$ cat src/rtl/mem_pkg.sv
// mem_pkg: size/state encodings and little-endian lane merge/extract helpers
package mem_pkg;
  typedef enum logic [1:0] {SZ_BYTE = 2'b00, SZ_HALF = 2'b01, SZ_WORD = 2'b10, SZ_RSVD = 2'b11} size_t;
  typedef enum logic [1:0] {S_IDLE = 2'b00, S_BUSY = 2'b01, S_RESP = 2'b10} state_t;
  function automatic logic [31:0] lane_merge(input logic [31:0] old_word, input logic [31:0] wdata,
                                             input size_t size, input logic [1:0] lane);
    logic [31:0] w;
    w = old_word;
    if (size == SZ_BYTE) w[{lane, 3'b000} +: 8] = wdata[7:0];
    else if (size == SZ_HALF) w[{lane[1], 4'b0000} +: 16] = wdata[15:0];
    else if (size == SZ_WORD) w = wdata;
    return w;
  endfunction
  function automatic logic [31:0] lane_extract(input logic [31:0] word, input size_t size, input logic [1:0] lane);
    return size == SZ_BYTE ? {24'b0, word[{lane, 3'b000} +: 8]} :
           size == SZ_HALF ? {16'b0, word[{lane[1], 4'b0000} +: 16]} :
           size == SZ_WORD ? word : 32'b0;
  endfunction
endpackage

$ cat src/rtl/mem_lane_unit.sv
// mem_lane_unit: combinational byte-lane merge for writes and zero-extended extract for reads
module mem_lane_unit
  import mem_pkg::*;
(
  input  logic [31:0] old_word,
  input  logic [31:0] wdata,
  input  size_t       size,
  input  logic [1:0]  lane,
  output logic [31:0] merged,
  output logic [31:0] extracted
);
  assign merged = lane_merge(old_word, wdata, size, lane);
  assign extracted = lane_extract(old_word, size, lane);
endmodule

$ cat src/rtl/mem_responder.sv
// mem_responder: single-outstanding req/ack memory responder with LATENCY wait states
// Optional MISALIGN_CHECK_EN turns misaligned half/word accesses into faults.
module mem_responder
  import mem_pkg::*;
#(
  parameter int DEPTH_WORDS = 64,
  parameter int LATENCY = 2
) (
  input  logic        clk,
  input  logic        reset,
  input  logic        req,
  input  logic        we,
  input  logic [31:0] addr,
  input  logic [1:0]  size,
  input  logic [31:0] wdata,
  output logic        ack,
  output logic [31:0] rdata,
  output logic        fault,
  output logic        busy
);
  localparam int AW = $clog2(DEPTH_WORDS);
  state_t state, state_n;
  logic [3:0] cnt, cnt_n;
  logic c_we;
  logic [31:0] c_addr, c_wdata;
  size_t c_size;
  logic [31:0] mem [DEPTH_WORDS];
  logic [31:0] merged, extracted;
  logic misalign, bad, resp;
  logic [AW-1:0] idx;
`ifdef MISALIGN_CHECK_EN
  assign misalign = (c_size == SZ_HALF && c_addr[0]) || (c_size == SZ_WORD && c_addr[1:0] != 2'b00);
`else
  assign misalign = 1'b0;
`endif
  assign bad = c_addr >= 32'(DEPTH_WORDS * 4) || c_size == SZ_RSVD || misalign;
  assign idx = c_addr[AW+1:2];
  // a reset in the RESP cycle abandons the transaction, so it also hides the ack
  assign resp = state == S_RESP && !reset;
  assign ack = resp;
  assign fault = resp && bad;
  assign rdata = resp && !bad ? extracted : 32'b0;
  assign busy = state != S_IDLE;
  mem_lane_unit u_lane (
    .old_word (mem[idx]),
    .wdata    (c_wdata),
    .size     (c_size),
    .lane     (c_addr[1:0]),
    .merged   (merged),
    .extracted(extracted)
  );
  always_comb begin
    state_n = state;
    cnt_n = cnt;
    if (state == S_IDLE && req) begin
      state_n = LATENCY == 1 ? S_RESP : S_BUSY;
      cnt_n = 4'(LATENCY - 1);
    end else if (state == S_BUSY) begin
      cnt_n = cnt - 4'd1;
      state_n = cnt_n == 4'd0 ? S_RESP : S_BUSY;
    end else if (state == S_RESP) state_n = S_IDLE;
  end
  always_ff @(posedge clk) begin
    if (reset) begin
      state <= S_IDLE;
      cnt <= 4'd0;
    end else begin
      state <= state_n;
      cnt <= cnt_n;
    end
    if (state == S_IDLE && req) begin
      c_we <= we;
      c_addr <= addr;
      c_size <= size_t'(size);
      c_wdata <= wdata;
    end
  end
  always_ff @(posedge clk)
    if (resp && c_we && !bad) mem[idx] <= merged;
endmodule

$ cat config.mk
export PLATFORM = sky130hd
export DESIGN_NAME = mem_responder
export DESIGN_NICKNAME = d
export VERILOG_FILES = /design/src/rtl/mem_pkg.sv /design/src/rtl/mem_lane_unit.sv /design/src/rtl/mem_responder.sv
export SDC_FILE = /design/constraint.sdc
export NUM_CORES = 2
export LEC_CHECK = 0
export CAP_MARGIN = 25
export CORE_MARGIN = 10
export CORE_UTILIZATION = 55
export CTS_BUF_LIST = sky130_fd_sc_hd__clkbuf_4
export DETAILED_ROUTE_END_ITERATION = 12
export HOLD_SLACK_MARGIN = 0.08
export PLACE_DENSITY = 0.8
export SLEW_MARGIN = 0
export SYNTH_ARGS = -nofsm -noshare
export SYNTH_HDL_FRONTEND = slang
export SYNTH_SLANG_ARGS = --single-unit
$ cat constraint.sdc
create_clock -name clk -period 7 [get_ports clk]
set_input_delay 1.75 -clock clk [delete_from_list [all_inputs] [get_ports clk]]
set_output_delay 1.75 -clock clk [all_outputs]
set_load 0.01 [all_outputs]
==> out/summary.txt <==
Outcome: completed
Initial antenna violation count: 15
Vias: 45900
Tcrit/Tclk final: 0.988
Final worst slack: 83.7 ps
Per-cell routed wire length: 32.5 microns
Syn avg cell area: 21.5 sq um
Adder-cell share of the synthesized area: 0.00135
Num CTS Buffers: 496
Peak VDD IR: 0.000181 V
Longest Clk Path Bufs: 4
Fillers: 9761
Post-synth cell types: 86
Synth Area in Compound Gates: 0.0379
Layout Nets: 4574
Max-cap viol count: 0
Die Y: 410 microns
Crit. End Element: output pin
# hold bufs at CTS: 0
Die area: 168000 sq um
Sequential area share after synthesis: 0.764
Arr. time, crit path: 5170 ps
Worst skew pair latency: 1380 ps
# clock sinks: 2127
Worst path max stage delay: 660 ps
Most numerous cell in the Yosys netlist: edfxtp_1
WP data required: 5250 ps
Power Dens Cells: 295 nW/um^2
Predominant post-synthesis flop cell: edfxtp_1
Max H-tree Level: 5
Largest family of logic cells by synthesized area: multiplexers
Simple-gate share of the synthesized area: 0.0258
Final setup fails: 0
Area growth, synth to finish: 13.6%
Largest net degree at the start of global routing: 81
Residual DRC count: 0
Yosys warns: 0
Mux cell area share after synthesis: 0.150
Leak pwr: 30.2 nW
HP Class: reg2reg
Max Clk Rate: 0.145 GHz
Antenna Nets Post-Route: 0
Multi-input gate area: 19000 sq um
GRT Overall Usage: 0.259
Final count of hold timing violations: 0
Worst path bufs/invs: 4
Die width: 410 microns
Reg area: 63800 sq um
Grt ovf: 0
Top cells by area, synth: edfxtp_1 76%, mux4_2 12%, mux4_1 1.5%, a22oi_1 1.2%, mux2i_1 1.2%
I/O pin cnt: 105
Crit-path max FO: 39
Post-synth top area cell: edfxtp_1
Slowest stage cell, crit path: dfxtp_4
Post-Place Cells: 5983
Cell Count, Final, Fillers Out: 6890
Top cells by count, synth: 2115 x edfxtp_1, 445 x mux4_2, 151 x nor2_1
Cell count after synthesis: 3887
PnR Total Power: 28.0 mW
DP Worst Slack: 1080 ps
Syn nets: 3966
Most frequent CP cell: buf_4
Slew HR: 0.242
# port buffers: 104
Core area: 150000 sq um
Clock Skew: 145 ps
Post-Synth XOR/XNOR Area: 0.000315
Slew at the pin with the worst max-slew slack: 1130 ps
Number of synthesized flops with an enable pin: 2115
DPL Wire Length: 131000 microns
DR vias/cell: 6.67
Slew Viols, Final: 0
Worst setup path class: reg2out
Post-synthesis async set-or-reset flop share: 0
Starting DRT DRC Count: 7625
Startpoint types: flop
Std-Cell Rows: 142
First-pass GRT wire length: 317000 microns
Layout cells sized above 1: 0.330
Crit path time final: 6920 ps
Vias in the first global route: 45600
Crit-path cells: buf_12 -> buf_4 -> buf_4 -> mux4_2 -> mux2i_1 -> o211ai_1 -> and4_2 -> o21ai_0 -> a211oi_1 -> clkdlybuf4s50_1
Post-synth top area share: 0.761
CTS tree: yes
RD Place Congestion: 0.957
Worst-path clk slew: 70 ps
Starting density of the core: 0.555
Root buffer cell: clkbuf_4
Post-Route WL: 224000 microns
CP delay by family, top: buffers and inverters
Post-Syn Area: 83500 sq um
Register bit total from synthesis: 2127
DRT Pass-1 Iters: 9
## cell type report
| type | instances | share of cell area |
|---|---|---|
| sequential | 2127 | 0.673 |
| clock buffer | 727 | 0.0576 |
| inverter | 18 | 0.000726 |
| clock inverter | 147 | 0.00697 |
| timing repair buffer | 331 | 0.0353 |
| multi-input combinational | 1521 | 0.200 |
| antenna | 3 | 0.0000792 |
| tap | 2016 | 0.0266 |
## per-stage QoR
step	utilization	hold WS, ps	TNS [ps]	instance area (sq um)
6_report	0.631	521	0	94800
3_3_place_gp	0.585	500	0	87900
4_1_cts	0.628	527	0	94300
3_5_place_dp	0.585	518	0	88000
2_1_floorplan	-	457	0	83500
5_1_grt	0.631	563	-11.5	94800
## registers in the layout, summed over array words and instances, names as in the netlist, named ones only
register  cells
c_addr       32
c_size        2
c_wdata      32
c_we          1
cnt           4
mem        2048
state         2
## worst min-delay path, delay by kind of cell (launching register included)
family,cells,cell delay (ps)
AND/OR/NAND/NOR,1,80
flip-flops,1,330
AO/OA/AOI/OAI,1,50
## power by group
part	total, mW	switching (mW)	internal (mW)
clock network	9.54	4.73	4.81
registers	14.8	0.0815	14.8
logic	3.60	2.41	1.20
## final timing paths
kind                                start     endpoint  slack [ps]  depth (start not counted)
worst max-delay path                 flop     rdata[1]          80                         10
worst min-delay path               cnt[1]       cnt[1]         520                          2
worst max register to register  c_size[1]  mem[40][23]        2360                          9
worst min register to register     cnt[1]       cnt[1]         520                          2
## what timing repair did
action	4_1_cts	5_1_grt
gates cloned	1	5
resized for setup	18	29
setup buffers	8	10
pin swaps	2	3
setup endpoints to repair	16	10
## metal layers
layer / part of all wire / vias to the layer above / wire, microns / global-route usage
met2: 0.46 / 4053 / 103000 / 0.389
met1: 0.34 / 23100 / 75400 / 0.344
met4: 0.042 / 20 / 9420 / 0.106
met3: 0.16 / 702 / 36400 / 0.0969
li1: - / 18100 / - / -
met5: 0.00070 / - / 157 / 0
## cell families (layout without fill, tap and decap cells)
kind of cell / after synthesis / in the layout
simple gates: 439 / 439
xor+xnor: 3 / 3
mux: 612 / 612
buf+inv: 239 / 1223
fa+ha+maj: 9 / 9
compound gates: 458 / 458
other cells: 0 / 3
flops: 2127 / 2127
## cell usage in the layout, fill, tap and decap left out, drive strengths merged, types with 6 or more instances in the layout
| master | instances |
|---|---|
| edfxtp | 2115 |
| o21a | 7 |
| clkbuf | 733 |
| clkdlybuf4s50 | 104 |
| mux2i | 97 |
| clkinv | 138 |
| a2111oi | 6 |
| a22oi | 135 |
| a31oi | 13 |
| nor2b | 22 |
| o22ai | 44 |
| and2 | 7 |
| nand2b | 18 |
| a221oi | 24 |
| buf | 219 |
| a21oi | 100 |
| o21ai | 45 |
| or2 | 7 |
| nand2 | 94 |
| inv | 21 |
| nand4 | 13 |
| nor4 | 13 |
| a22o | 8 |
| or3b | 6 |
| mux2 | 21 |
| and3 | 8 |
| mux4 | 494 |
| dfxtp | 12 |
| a211oi | 18 |
| nand3 | 48 |
| nand3b | 8 |
| nor3 | 22 |
| ha | 9 |
| nor2 | 151 |
Note: power is estimated with default switching activity, not from simulation.
